--- config.mk ---
export PLATFORM = sky130hd
export DESIGN_NAME = led_blink_scheduler
export DESIGN_NICKNAME = d
export VERILOG_FILES = /design/src/rtl/led_ctrl_pkg.sv /design/src/rtl/led_tick_prescaler.sv /design/src/rtl/led_blink_scheduler.sv
export SDC_FILE = /design/constraint.sdc
export NUM_CORES = 1
export LEC_CHECK = 0
export ABC_AREA = 1
export BUFFER_PORTS_ARGS = -buffer_cell sky130_fd_sc_hd__buf_4
export CORE_MARGIN = 2
export CORE_UTILIZATION = 41
export CTS_CLUSTER_DIAMETER = 100
export DETAILED_ROUTE_END_ITERATION = 10
export PLACE_DENSITY = 0.66
export SYNTH_ARGS = -nofsm -noshare
export SYNTH_HDL_FRONTEND = slang
export SYNTH_HIERARCHICAL = 1
export SYNTH_SLANG_ARGS = --single-unit
--- constraint.sdc ---
create_clock -name Clock -period 2.22 [get_ports Clock]
set_input_delay 0.555 -clock Clock [delete_from_list [all_inputs] [get_ports Clock]]
set_output_delay 0.555 -clock Clock [all_outputs]
set_load 0.05 [all_outputs]
--- src/rtl/led_ctrl_pkg.sv ---
// Shared definitions for the board LED controllers: FSM states, tick
// prescaler sizing and the per-source blink period field width.
package led_ctrl_pkg;

    typedef enum logic [1:0] {
        IDLE = 2'd0,
        SHOW = 2'd1,
        GAP  = 2'd2
    } led_state_t;

    localparam int unsigned PERIOD_W = 4;

    // Terminal count of the tick prescaler for a given clock and tick period.
    function automatic int unsigned tick_count(input longint unsigned freq,
                                               input longint unsigned ms);
        return 32'(freq * ms / 64'd1000 - 64'd1);
    endfunction

endpackage

--- src/rtl/led_tick_prescaler.sv ---
// Free-running tick divider: one-cycle tick every COUNT_TICK+1 clocks,
// restartable from zero through a synchronous clear.
module led_tick_prescaler #(
    parameter int unsigned COUNT_TICK = 2_699_999
) (
    input  logic Clock,
    input  logic Reset,
    input  logic clear,
    output logic tick
);

    localparam int unsigned CW = (COUNT_TICK > 0) ? $clog2(COUNT_TICK + 1) : 1;

    logic [CW-1:0] count;

    assign tick = (count == CW'(COUNT_TICK));

    always_ff @(posedge Clock or posedge Reset) begin
        if (Reset) begin
            count <= '0;
        end else if (clear || tick) begin
            count <= '0;
        end else begin
            count <= count + CW'(1);
        end
    end

endmodule

--- src/rtl/led_blink_scheduler.sv ---
// Round-robin owner of the single board LED: each granted source blinks at
// its own half-period for a minimum hold time, with a one-tick dark gap.
module led_blink_scheduler
    import led_ctrl_pkg::*;
#(
    parameter int unsigned CLOCK_FREQUENCY = 27_000_000,
    parameter int unsigned TICK_MS         = 100,
    parameter int unsigned N_REQ           = 4,
    parameter int unsigned HOLD_TICKS      = 20
) (
    input  logic                      Clock,
    input  logic                      Reset,
    input  logic [N_REQ-1:0]          Req,
    input  logic [PERIOD_W*N_REQ-1:0] Period,
    output logic [N_REQ-1:0]          Grant,
    output logic                      Busy,
    output logic                      IO_voltage
);

    localparam int unsigned COUNT_TICK = tick_count(64'(CLOCK_FREQUENCY), 64'(TICK_MS));
    localparam int unsigned HW         = $clog2(HOLD_TICKS + 1);
    localparam int unsigned LW         = $clog2(N_REQ);

    led_state_t        state, state_n;
    logic [LW-1:0]     last, last_n, win;
    logic [PERIOD_W-1:0] per, per_n, phase, phase_n;
    logic [HW-1:0]     hold, hold_n;
    logic [N_REQ-1:0]  grant_n;
    logic              busy_n, io_n;
    logic              clear, tick;
    logic              hold_done, owner_req, others_req;

    // First set request strictly after 'from', wrapping modulo N_REQ.
    function automatic logic [LW-1:0] rr_pick(input logic [N_REQ-1:0] req,
                                              input logic [LW-1:0]    from);
        logic [LW-1:0] pick;
        int unsigned   idx;
        pick = from;
        for (int unsigned k = N_REQ; k >= 1; k--) begin
            idx = (32'(from) + k) % N_REQ;
            if (req[idx]) pick = LW'(idx);
        end
        return pick;
    endfunction

    led_tick_prescaler #(
        .COUNT_TICK(COUNT_TICK)
    ) u_prescaler (
        .Clock(Clock),
        .Reset(Reset),
        .clear(clear),
        .tick (tick)
    );

    always_ff @(posedge Clock or posedge Reset) begin
        if (Reset) begin
            state      <= IDLE;
            Grant      <= '0;
            Busy       <= 1'b0;
            IO_voltage <= 1'b0;
            last       <= LW'(N_REQ - 1);
            per        <= '0;
            phase      <= '0;
            hold       <= '0;
        end else begin
            state      <= state_n;
            Grant      <= grant_n;
            Busy       <= busy_n;
            IO_voltage <= io_n;
            last       <= last_n;
            per        <= per_n;
            phase      <= phase_n;
            hold       <= hold_n;
        end
    end

    always_comb begin
        state_n    = state;
        grant_n    = Grant;
        busy_n     = Busy;
        io_n       = IO_voltage;
        last_n     = last;
        per_n      = per;
        phase_n    = phase;
        hold_n     = hold;
        clear      = 1'b0;
        win        = rr_pick(Req, last);
        hold_done  = (hold == HW'(HOLD_TICKS));
        owner_req  = |(Req & Grant);
        others_req = |(Req & ~Grant);

        case (state)
            IDLE: begin
                clear = 1'b1;
                if (|Req) begin
                    state_n = SHOW;
                    grant_n = N_REQ'(1) << win;
                    last_n  = win;
                    per_n   = Period[PERIOD_W*win +: PERIOD_W];
                    busy_n  = 1'b1;
                    io_n    = 1'b1;
                    phase_n = '0;
                    hold_n  = '0;
                end
            end
            SHOW: begin
                // Exit wins over a coincident tick: GAP forces the LED dark anyway.
                if (hold_done && (!owner_req || others_req)) begin
                    state_n = GAP;
                    grant_n = '0;
                    io_n    = 1'b0;
                    clear   = 1'b1;
                end else if (tick) begin
                    if (!hold_done) hold_n = hold + HW'(1);
                    if (per != '0) begin
                        if (phase == per - PERIOD_W'(1)) begin
                            phase_n = '0;
                            io_n    = ~IO_voltage;
                        end else begin
                            phase_n = phase + PERIOD_W'(1);
                        end
                    end
                end
            end
            GAP: begin
                if (tick) begin
                    state_n = IDLE;
                    busy_n  = 1'b0;
                end
            end
            default: state_n = IDLE;
        endcase
    end

endmodule

### Word-level counts from Yosys, hierarchy flattened

Cells that the tools add are included.

* equality and inequality tests: 15
* bitwise operators: 4
* magnitude comparators: 4
* mux-type cells: 41
* shift operators: 2
* reduce and logical (&&, ||, !) cells: 18
* add/subtract/negate cells: 8

Operator list (number)
* $mux W4: 7
* $add A22 B1 Y22 const B: 1
* $eq A22 B22 Y1 const B: 1
* $mux W22: 1
* $mux W5: 4
* $pmux W4 S2: 2
* $shiftx A16 B5 Y4: 1
* $reduce_and A5 Y1: 3
* $mux W2: 7
* $lt A2 B3 Y1 const B: 4
* $reduce_or A4 Y1: 3
* $mux W1: 11
* $ne A2 B2 Y1 const B: 5
* $pmux W5 S2: 1
* $reduce_and A3 Y1: 3
* $and A4 B4 Y4: 2
* $bmux W1 S2: 4
* $ne A3 B3 Y1 const B: 2
* $pmux W1 S2: 3
* $pmux W2 S3: 1
* $add A5 B1 Y5 const B: 1
* $eq A5 B5 Y1 const B: 1
* $add A2 B1 Y2 const B: 2
* $add A2 B2 Y2 const B: 2
* other kinds (17): 20

* bits of input ports: 22
* register bits after elaboration: 45
* word-level logic and storage cells: 101

### Longest topological paths before layout

Gate-level depths: netlist of the first run.

* depth in word-level cells: 10
* mapped depth: 18
* mapped depth without buffers: 16

### By module

Netlist of the first run, hierarchy kept.

Modules (own cells, without submodules)
* led_blink_scheduler: area an instance 1629.1 µm², instances 1, seq. area each 578.1 µm², cells an instance 238
* led_tick_prescaler: area an instance 1387.6 µm², instances 1, seq. area each 550.5 µm², cells an instance 191

### Worst setup path before layout of the first run

No wires, ideal clock.

* path type: register -> register
* start: register Grant[2]
* end: register phase[2]
* data arrival time: 1.721 ns
* path buffers: 0
* library setup time: 0.120 ns
* stages on the path, launching flop included: 14
* required time: 2.100 ns
* path slack: 0.379 ns
* cell sequence: dfrtp_1 inv_1 nand2_1 o21ai_0 nor2_1 nand2_1 nand2_1 inv_1 nand2_1 nand3_1 inv_1 nand2_1 o21ai_0 nor2_1

* word-level cells in the longest chain between the ends: 7

Ends and longest elaborated chain
* start: declaration: RTL line led_blink_scheduler.sv:15 `output logic [N_REQ-1:0] Grant,`
* start signal: assignment: RTL line led_blink_scheduler.sv:67 `Grant <= grant_n;`
* $and A4 B4 Y4 or $not A4 Y4 (tied branches): RTL line led_blink_scheduler.sv:89, led_blink_scheduler.sv:90
* $reduce_or A4 Y1 or $and A4 B4 Y4 (tied branches): RTL line led_blink_scheduler.sv:89, led_blink_scheduler.sv:90
* $logic_not A1 Y1 or $reduce_or A4 Y1 (tied branches): RTL line led_blink_scheduler.sv:108, led_blink_scheduler.sv:90
* $logic_or A1 B1 Y1 (*): RTL line led_blink_scheduler.sv:108 `if (hold_done && (!owner_req || others_req)) begin`
* $logic_and A1 B1 Y1 (*): RTL line led_blink_scheduler.sv:108
* $ne A2 B2 Y1 (no source line) (*)
* $reduce_and A5 Y1 (no source line) (*)
* end signal: assignment: RTL line led_blink_scheduler.sv:72 `phase <= phase_n;`
* end: declaration: RTL line led_blink_scheduler.sv:26 `logic [PERIOD_W-1:0] per, per_n, phase, phase_n;`

Mark *: on every way between the ends. The rest lies on a longest branch, timed or not.
A chain may end at the register's enable or synchronous reset.

### Final worst setup path of the first run

* start: register u_prescaler.count[0]
* end: register phase[2]

* word-level cells in the longest chain between the ends: 3

Ends and longest elaborated chain
* start: declaration: RTL line led_tick_prescaler.sv:14 `logic [CW-1:0] count;`
* start signal: assignment: RTL line led_tick_prescaler.sv:24 `count <= count + CW'(1);`
* $eq A22 B22 Y1: RTL line led_tick_prescaler.sv:16 `assign tick = (count == CW'(COUNT_TICK));`
* via tick: RTL line led_blink_scheduler.sv:30 `logic clear, tick;`
* $ne A2 B1 Y1 (no source line)
* $reduce_and A5 Y1 (no source line)

The timed path passes the listed nets, and every way through them passes these cells.

==> results of run 1 <==
-- cells in the final DEF, fill, tap and decap left out, drive strengths merged --
cell type	n
o31ai	2
nor3b	1
a21oi	3
nor3	5
nand2	151
clkbuf	5
nand3	41
dfstp	2
ha	6
xor2	13
o21ai	23
inv	60
xnor2	5
nor2	67
nand4	3
buf	32
dfrtp	43
bufinv	2
-- final timing paths --
check                           slack (ps)  depth (start not counted)                    to
worst max-delay path                   210                         12              phase[2]
worst min-delay path                   290                          3  u_prescaler/count[4]
worst max register to register         210                         12              phase[2]
worst min register to register         510                          2                  Busy
max in group asynchronous             1620                          3               last[1]
min in group Clock                     510                          2                  Busy
-- kinds of logic (layout without fill, tap and decap cells) --
logic type               Yosys count  count (layout)  synth area share
XOR/XNOR                          18              18           0.05226
AO/OA/AOI/OAI                     28              28           0.05060
flip-flops                        45              45            0.3741
AND/OR/NAND/NOR                  268             268            0.4040
buffers and inverters             64              99           0.09415
adder cells (fa/ha/maj)            6               6           0.02489
-- what timing repair did --
action / in CTS / in global routing
hold endpoints to repair: 0 / 0
setup buffers: 0 / 1
gates resized for setup: 0 / 2
setup endpoints to repair: 0 / 4
-- synth_stat cells (all sizes together) (3+ instances only) --
master,count,share of area
a21oi,3,0.0050
buf,4,0.018
dfrtp,43,0.36
ha,6,0.025
inv,59,0.075
nand2,151,0.21
nand3,41,0.072
nand4,3,0.0062
nor2,67,0.10
nor3,5,0.0083
o21ai,23,0.041
xnor2,5,0.015
xor2,13,0.038
-- stage by stage --
step	power, mW	area, µm²
floorplan	3.071	3017
global placement	3.417	3316
detailed placement	3.452	3316
CTS	4.210	3453
global route	4.587	3466
finish	4.191	3466
-- where the power goes --
group          switching, mW  internal, mW
combinational           1.39         0.746
clock                  0.292         0.453
sequential             0.262          1.05
total                   1.94          2.25
-- routing by layer --
| metal | routed length, µm | global-route usage | part of all wire | vias up |
|---|---|---|---|---|
| met1 | 3242 | 0.2560 | 0.52 | 1218 |
| li1 | - | - | - | 1391 |
| met2 | 2753 | 0.2342 | 0.44 | 54 |
| met4 | 58 | 0.03846 | 0.0092 | 0 |
| met5 | 0 | 0 | 0 | - |
| met3 | 241 | 0.02766 | 0.038 | 4 |
-- sequential cells by signal (all words and copies together), names as in the netlist --
| name | count |
|---|---|
| u_prescaler/count | 22 |
| hold | 5 |
| Grant | 4 |
| per | 4 |
| phase | 4 |
| last | 2 |
| state | 2 |
| Busy | 1 |
| IO_voltage | 1 |
-- worst max-delay path, delay by kind of cell, from the launching register on --
| kind | cells | cell delay (ps) |
|---|---|---|
| and+or+nand+nor | 6 | 670 |
| DFF | 1 | 420 |
| AOI/OAI and AO/OA | 2 | 350 |
| buffers and inverters | 3 | 290 |
| adders and majority gates | 1 | 200 |
-- final cells by class --
| class | count | area (µm²) |
|---|---|---|
| clock buffer | 5 | 68.82 |
| clock inverter | 3 | 68.82 |
| fill | 725 | 3710 |
| inverter | 59 | 226.5 |
| multi-input combinational | 320 | 1609 |
| sequential | 45 | 1129 |
| tap | 99 | 123.9 |
| timing repair buffer | 32 | 240.2 |
==> run summary, run 1 <==
DP Cell Count -> 554
Nets -> 491
Number of global-route vias before repair -> 2386
Drt wl/cell -> 11.18 µm
Layout area overhead -> 14.89%
# diodes -> 0
Initial antenna violation count -> 0
Hold_ws -> 292.2 ps
Detailed Place HPWL -> 4850 µm
Avg Cell Area, Syn -> 7.032 µm²
Setup-failing EPs final -> 0
First-pass DRT Iterations -> 4
Die area -> 8060 µm²
Clock transition at path regs -> 90 ps
CP Launch Point -> u_prescaler/count[0]
Commonest register cell after synthesis -> dfrtp_1
Layout cells sized above 1 -> 0.1746
CP max stage cell -> dfrtp_1
Register area share after synthesis -> 0.3741
Hold Path Class -> input port to async pin
Max FO, Critical Path -> 5
Post-route insts no fill -> 563
CTS tree -> built
VDD IR max -> 0.0008441 V
Synthesized Nets -> 457
GRT Util Overall -> 0.1634
Reg2reg start -> u_prescaler/count[0]
Fmax -> 0.4964 GHz
Synth unique cells -> 28
Worst Setup Start Kind -> flip-flop
Post-route ant nets -> 0
Initial DRC count -> 212
Period utilisation layout -> 0.9075
PD cells -> 1209 nW/µm²
Final hold vios -> 0
Register bit count reported by yosys -> 45
Final Worst Setup Slack -> 205.3 ps
Worst skew pair latency -> 290 ps
Crit. End Element -> flip-flop
IO Port Bufs -> 27
Setup TNS Final -> 0 ps
H-tree Lvls -> 2
CTS buffer count -> 5
Die width -> 89.78 µm
Slew Viols, Final -> 0
First-pass GRT wire length -> 11070 µm
Layout Skew -> 7.090 ps
Crit-path most repeated cell -> inv_1
Dpl ws -> 168.4 ps
Synth warn -> 6
Largest net degree at the start of global routing -> 24
Die Y -> 89.78 µm
Run status -> finished, final reports clean
WL final -> 6295 µm
Slew HR -> 0.6694
Max_cap viols -> 0
Leak -> 1.835 nW
Starting Density -> 0.4204
Mapped cell area -> 3017 µm²
Clock Path Buffers -> 2
Row cnt -> 31
Post-synth ARST share -> 1.000
Worst Setup Path Type -> flip-flop to flip-flop
CTS root buf -> clkbuf_8
Post-synth EDFFs -> 0
CP Cell Sequence -> ha_1, nand3_1, nor2_1, nand3_1, inv_1, inv_1, o21ai_1, nand3_2, inv_1, nand2_1, o21ai_0, nor2_1
Syn Inst Count -> 429
Worst Tran Pin Value -> 494.2 ps
Critical Path AT -> 2210 ps
Core area -> 7176 µm²
CTS Sinks -> 45
Core Util, Final -> 0.4830
WP data required -> 2410 ps
Vias/cell -> 4.737
Via Count -> 2667
Gr ovfl total -> 0
# IOs -> 28
Final critical-path required period -> 2015 ps
# hold bufs at CTS -> 0
Highest cell delay on the worst timing path -> 420 ps
DRC violations left -> 0
RD Place Congestion -> 0.9035
No activity file was read; power rests on OpenSTA's default activity.
==> inputs of run 2 (changes only) <==
--- a/config.mk
+++ b/config.mk
@@ -5,7 +5,7 @@
 export SDC_FILE = /design/constraint.sdc
 export NUM_CORES = 1
 export LEC_CHECK = 0
-export ABC_AREA = 1
+export ABC_AREA = 0
 export BUFFER_PORTS_ARGS = -buffer_cell sky130_fd_sc_hd__buf_4
 export CORE_MARGIN = 2
 export CORE_UTILIZATION = 41
==> run 2 against run 1 <==
Against the previous run: the run now ends with setup timing left; clock-buffer cell count rose by 1; via count is 14% lower; worst hold slack improved by 1.3 ps; final cell count decreased by 26%; combinational power decreased by 39%; sequential power decreased by 5%; routed wire length fell by 1.7%; die area down 11%; global-route usage grew 1.4 points; largest cell class unchanged.
==> run summary, run 2 <==
Worst Setup Path Type -> flip-flop to flip-flop
Largest reg by FF count -> u_prescaler/count
Synth unique cells -> 54
# IOs -> 28
Most frequent cells in the layout -> buf_4, dfrtp_1, nor2_1, nand2_1, inv_1
CTS Sinks -> 45
Vias/cell -> 5.524
Worst Tran Pin Value -> 800.7 ps
Compound-Gate Fraction of Synth Area -> 0.1385
Post-Synth XOR/XNOR Area -> 0.07509
First-pass DRT Iterations -> 4
Highest cell delay on the worst timing path -> 410 ps
# diodes -> 0
Count leader, synth -> dfrtp_1
Worst skew pair latency -> 300 ps
Post-synthesis mux area share -> 0.03731
CP Cell Sequence -> ha_4, or4bb_1, nor4_2, and2_4, and2_4, o2bb2ai_4, nand3b_4, or4_1, nand2_1
First-pass GRT wire length -> 10370 µm
Setup-failing EPs final -> 1
DP Cell Count -> 403
Hold_ws -> 293.4 ps
Final critical-path required period -> 2278 ps
Max reg flops -> 22
Crit. End Element -> flip-flop
Detailed Place HPWL -> 4598 µm
Syn Inst Count -> 286
Synthesized Nets -> 314
Die area -> 7205 µm²
Max FO, Critical Path -> 4
Largest family of logic cells by synthesized area -> simple AND/OR/NAND/NOR gates
Share of the synthesized area in the top cell type -> 0.4011
Commonest cells in the netlist -> dfrtp_1, nor2_1, nand2_1
IO Port Bufs -> 27
Initial DRC count -> 97
Leak -> 1.506 nW
Commonest register cell after synthesis -> dfrtp_1
RD Place Congestion -> 0.7723
Period utilisation layout -> 1.026
Run status -> complete, but fails checks
GRT Util Overall -> 0.1774
Slew Viols, Final -> 0
CTS root buf -> clkbuf_8
Synth area leader -> dfrtp_1
Slew HR -> 0.4621
Post-route insts no fill -> 416
CP max stage cell -> dfrtp_1
Layout area overhead -> 24.39%
Worst Setup Start Kind -> flip-flop
Core area -> 6350 µm²
Hold Path Class -> input port to async pin
Max_cap viols -> 0
Setup TNS Final -> -57.66 ps
Critical Path AT -> 2520 ps
Synth warn -> 6
Gr ovfl total -> 0
Mapped cell area -> 2683 µm²
Via Count -> 2298
Number of global-route vias before repair -> 2140
Crit-path most repeated cell -> and2_4
Row cnt -> 29
# hold bufs at CTS -> 0
Die width -> 84.89 µm
H-tree Lvls -> 2
Final Worst Setup Slack -> -57.66 ps
Top flop regs -> u_prescaler/count: 22 flops, hold: 5 flops
Most common cell after layout, fill and taps aside -> buf_4
Avg Cell Area, Syn -> 9.380 µm²
Initial antenna violation count -> 0
Layout Skew -> 10.17 ps
Post-route ant nets -> 0
Post-synth EDFFs -> 0
Top post-synthesis cells by area -> dfrtp_1, nor2_1, xnor2_1
Final hold vios -> 0
Die Y -> 84.89 µm
PD cells -> 910.2 nW/µm²
Clock transition at path regs -> 90 ps
VDD IR max -> 0.0006164 V
Post-synth ARST share -> 1.000
Adder-cell share of the synthesized area -> 0.02799
Simple-gate share of the synthesized area -> 0.2607
RSZ-0062 raised after global routing -> yes
Drt wl/cell -> 14.88 µm
Register bit count reported by yosys -> 45
CTS buffer count -> 5
Failing checks -> setup timing
Register area share after synthesis -> 0.4207
WP data required -> 2470 ps
CTS tree -> built
Fmax -> 0.4390 GHz
Starting Density -> 0.4225
Clock Path Buffers -> 2
DRC violations left -> 0
Nets -> 366
Layout cells sized above 1 -> 0.2537
WL final -> 6190 µm
Largest net degree at the start of global routing -> 24
-- run 2: critical path: cells and delay by family (launching register included) --
kind | cells | cell delay (ps)
flops | 1 | 410
simple gates | 7 | 1550
fa+ha+maj | 1 | 150
compound gates | 1 | 130
-- run 2: kinds of logic after synthesis --
kind of cell,count (synthesis)
DFF,45
AOI/OAI and AO/OA,50
buffers and inverters,25
xor gates and xnor gates,23
adders and majority gates,6
muxes,10
and+or+nand+nor,127
-- run 2: repair_timing --
action,4_1_cts,5_1_grt
pin swaps,1,5
buffers inserted,1,4
endpoints found under the hold margin,0,0
resized for setup,1,7
endpoints found under the setup margin,3,9
-- run 2: where the power goes --
group / total [mW] / leakage (nW) / switching, mW / internal (mW)
Clock: 0.502 / 0.0450 / 0.283 / 0.219
Sequential: 1.24 / 0.583 / 0.219 / 1.02
Combinational: 1.30 / 0.877 / 0.724 / 0.573
Total: 3.04 / 1.51 / 1.23 / 1.81
-- run 2: through the flow --
stage | util | setup WS (ps) | power, mW | cell area [µm²]
detailed placement | 0.5025 | -39.47 | 2.520 | 3191
floorplan | - | -3.685 | 2.135 | 2755
global route | 0.5255 | -179.8 | 3.253 | 3337
finish | 0.5255 | -57.66 | 3.037 | 3337
CTS | 0.5174 | -49.80 | 3.045 | 3286
global placement | 0.5025 | 28.52 | 2.492 | 3191
-- run 2: final timing paths --
path | slack, ps | cells after the start | from | to
max | -60 | 9 | u_prescaler/count[1] | hold[4]
min | 290 | 3 | Reset | Busy
max reg2reg | -60 | 9 | u_prescaler/count[1] | hold[4]
min reg2reg | 550 | 2 | last[0] | last[0]
max in group asynchronous | 1640 | 3 | Reset | last[1]
min in group Clock | 550 | 2 | last[0] | last[0]
-- run 2: area by class of cell --
class	instances	area (µm²)
clock buffer	6	72.57
clock inverter	2	10.01
fill	580	3013
inverter	14	52.55
multi-input combinational	216	1544
sequential	45	1129
tap	77	96.34
timing repair buffer	56	432.9
-- run 2: routing by layer --
layer  routed length [µm]  vias up  part of all wire  GRT usage
met2                 2733       37              0.44     0.2520
met4                   57        0            0.0092    0.05772
met5                    0        -                 0          0
li1                     -     1136                 -          -
met1                 3209     1121              0.52     0.2730
met3                  190        4             0.031    0.03210
==> inputs of run 3 (changes only) <==
--- a/config.mk
+++ b/config.mk
@@ -9,6 +9,7 @@
 export BUFFER_PORTS_ARGS = -buffer_cell sky130_fd_sc_hd__buf_4
 export CORE_MARGIN = 2
 export CORE_UTILIZATION = 41
+export CTS_BUF_LIST = sky130_fd_sc_hd__clkbuf_2 sky130_fd_sc_hd__clkbuf_4 sky130_fd_sc_hd__clkbuf_8
 export CTS_CLUSTER_DIAMETER = 100
 export DETAILED_ROUTE_END_ITERATION = 10
 export PLACE_DENSITY = 0.66
==> run 3 against run 2 <==
Against the previous run: the run still ends with setup timing left; sequential power is essentially flat; largest power group unchanged; first-iteration DRC count rose by 35%; critical path depth unchanged; register-to-register slack barely moved; worst hold slack better by 3.3 ps; largest cell class unchanged; clock-buffer cell count is the same; fmax about the same; global-route usage unchanged; sequential share of layout area hardly changed; core utilization up 0.059 points.
==> run summary, run 3 (synthesis results as in run 2) <==
Slew HR -> 0.4651
Via Count -> 2286
Die area -> 7205 µm²
H-tree Lvls -> 2
Setup-failing EPs final -> 1
Failing checks -> setup timing
Switch share -> 0.4016
VDD IR max -> 0.0006164 V
Worst r2r dst -> hold[4]
Post-route insts no fill -> 416
RSZ-0062 raised after global routing -> yes
CTS buffer count -> 5
Max_cap viols -> 0
Detailed Place HPWL -> 4598 µm
Cell internal pwr -> 1.823 mW
Period utilisation layout -> 1.026
Run status -> complete, but fails checks
Setup TNS Final -> -58.79 ps
Slew Viols, Final -> 0
Fmax -> 0.4388 GHz
Worst Setup Start Kind -> flip-flop
IO Port Bufs -> 27
WP data required -> 2460 ps
Reg2reg setup slack -> -60 ps
RD Place Congestion -> 0.7723
Die width -> 84.89 µm
Switching power -> 1.224 mW
Layout Skew -> 8.483 ps
Max reg flops -> 22
First-pass DRT Iterations -> 4
WL final -> 6171 µm
Filler Cells Inserted -> 580
Reg power frac -> 0.406
Crit. End Element -> flip-flop
Initial DRC count -> 131
Tot Pwr -> 3.047 mW
Clock Path Buffers -> 2
Drt wl/cell -> 14.83 µm
Reg2reg start -> u_prescaler/count[1]
Hold_ws -> 296.7 ps
Clock power share -> 0.168
Worst Setup Path Type -> flip-flop to flip-flop
PD cells -> 912.1 nW/µm²
Gr ovfl total -> 0
Final hold vios -> 0
Clock transition at path regs -> 90 ps
Critical Path AT -> 2520 ps
First-pass GRT wire length -> 10370 µm
Max FO, Critical Path -> 4
Core area -> 6350 µm²
Layout area overhead -> 24.53%
Hold Path Class -> input port to async pin
CTS root buf -> clkbuf_8
CTS Sinks -> 45
Final Worst Setup Slack -> -58.79 ps
GRT Util Overall -> 0.1774
Final critical-path required period -> 2279 ps
Row cnt -> 29
Leak -> 1.509 nW
Top flop regs -> u_prescaler/count: 22 flops, hold: 5 flops
Dpl ws -> -39.47 ps
Most common cell after layout, fill and taps aside -> buf_4
CTS tree -> built
Layout cells sized above 1 -> 0.2566
Initial antenna violation count -> 0
Most frequent cells in the layout -> buf_4, dfrtp_1, nor2_1, nand2_1, inv_1
Largest net degree at the start of global routing -> 24
Register area -> 1129 µm²
Nets -> 366
Starting Density -> 0.4225
# IOs -> 28
DRC violations left -> 0
# diodes -> 0
CP Launch Point -> u_prescaler/count[1]
Worst skew pair latency -> 300 ps
Largest reg by FF count -> u_prescaler/count
R2R depth -> 9
Number of global-route vias before repair -> 2140
Gate power share -> 0.426
Multi-input gate area in the final layout -> 1544 µm²
Post-route ant nets -> 0
DP Cell Count -> 403
Worst Tran Pin Value -> 796.2 ps
Vias/cell -> 5.495
Die Y -> 84.89 µm
## run 3: cell types whose count changed in the layout (fill, tap and decap cells not counted)
cell / change
clkbuf_1: -1
clkbuf_4: +1
## run 3: worst max-delay path by stage
| stage | endpoint |
|---|---|
| floorplan | hold[4] |
| global placement | hold[4] |
| detailed placement | hold[4] |
| CTS | hold[4] |
| global route | hold[4] |
| finish | hold[4] |
## run 3: area by class of cell
cell class,instances,area share
Tap cell,77,0.02884
Sequential cell,45,0.3378
Clock buffer,6,0.02285
Timing Repair Buffer,56,0.1296
Multi-Input combinational cell,216,0.4622
Inverter,14,0.01573
Clock inverter,2,0.002996
## run 3: power by group through the flow
stage          registers, mW  logic [mW]  clock network (mW)
2_1_floorplan           1.33       0.805                   0
3_3_place_gp            1.24        1.25                   0
3_5_place_dp            1.25        1.27                   0
4_1_cts                 1.23        1.29               0.533
5_1_grt                 1.27        1.43               0.567
6_report                1.24        1.30               0.511
## run 3: through the flow
step / utilization / area (µm²)
finish: 0.5261 / 3341
detailed placement: 0.5025 / 3191
floorplan: - / 2755
global route: 0.5261 / 3341
CTS: 0.5180 / 3289
global placement: 0.5025 / 3191
## run 3: critical path: stages (launching register included)
cell and delay [ps]:
dfrtp_1 410, ha_4 150, or4bb_1 400, nor4_2 220, and2_4 210, and2_4 150
o2bb2ai_4 130, nand3b_4 100, or4_1 400, nand2_1 70
## run 3: metal layers
metal  vias up  wire length (µm)  GRT usage  part of all wire
met5         -                 0          0                 0
met4         0                57    0.05772            0.0092
met3         4               225    0.03210             0.036
met2        38              2712     0.2520              0.44
met1      1112              3176     0.2730              0.51
li1       1132                 -          -                 -
## run 3: what timing repair did
action | CTS | global route
pin swaps | 1 | 5
endpoints found under the setup margin | 3 | 9
buffers inserted | 1 | 4
resized for setup | 1 | 7
hold buffers | 0 | 0
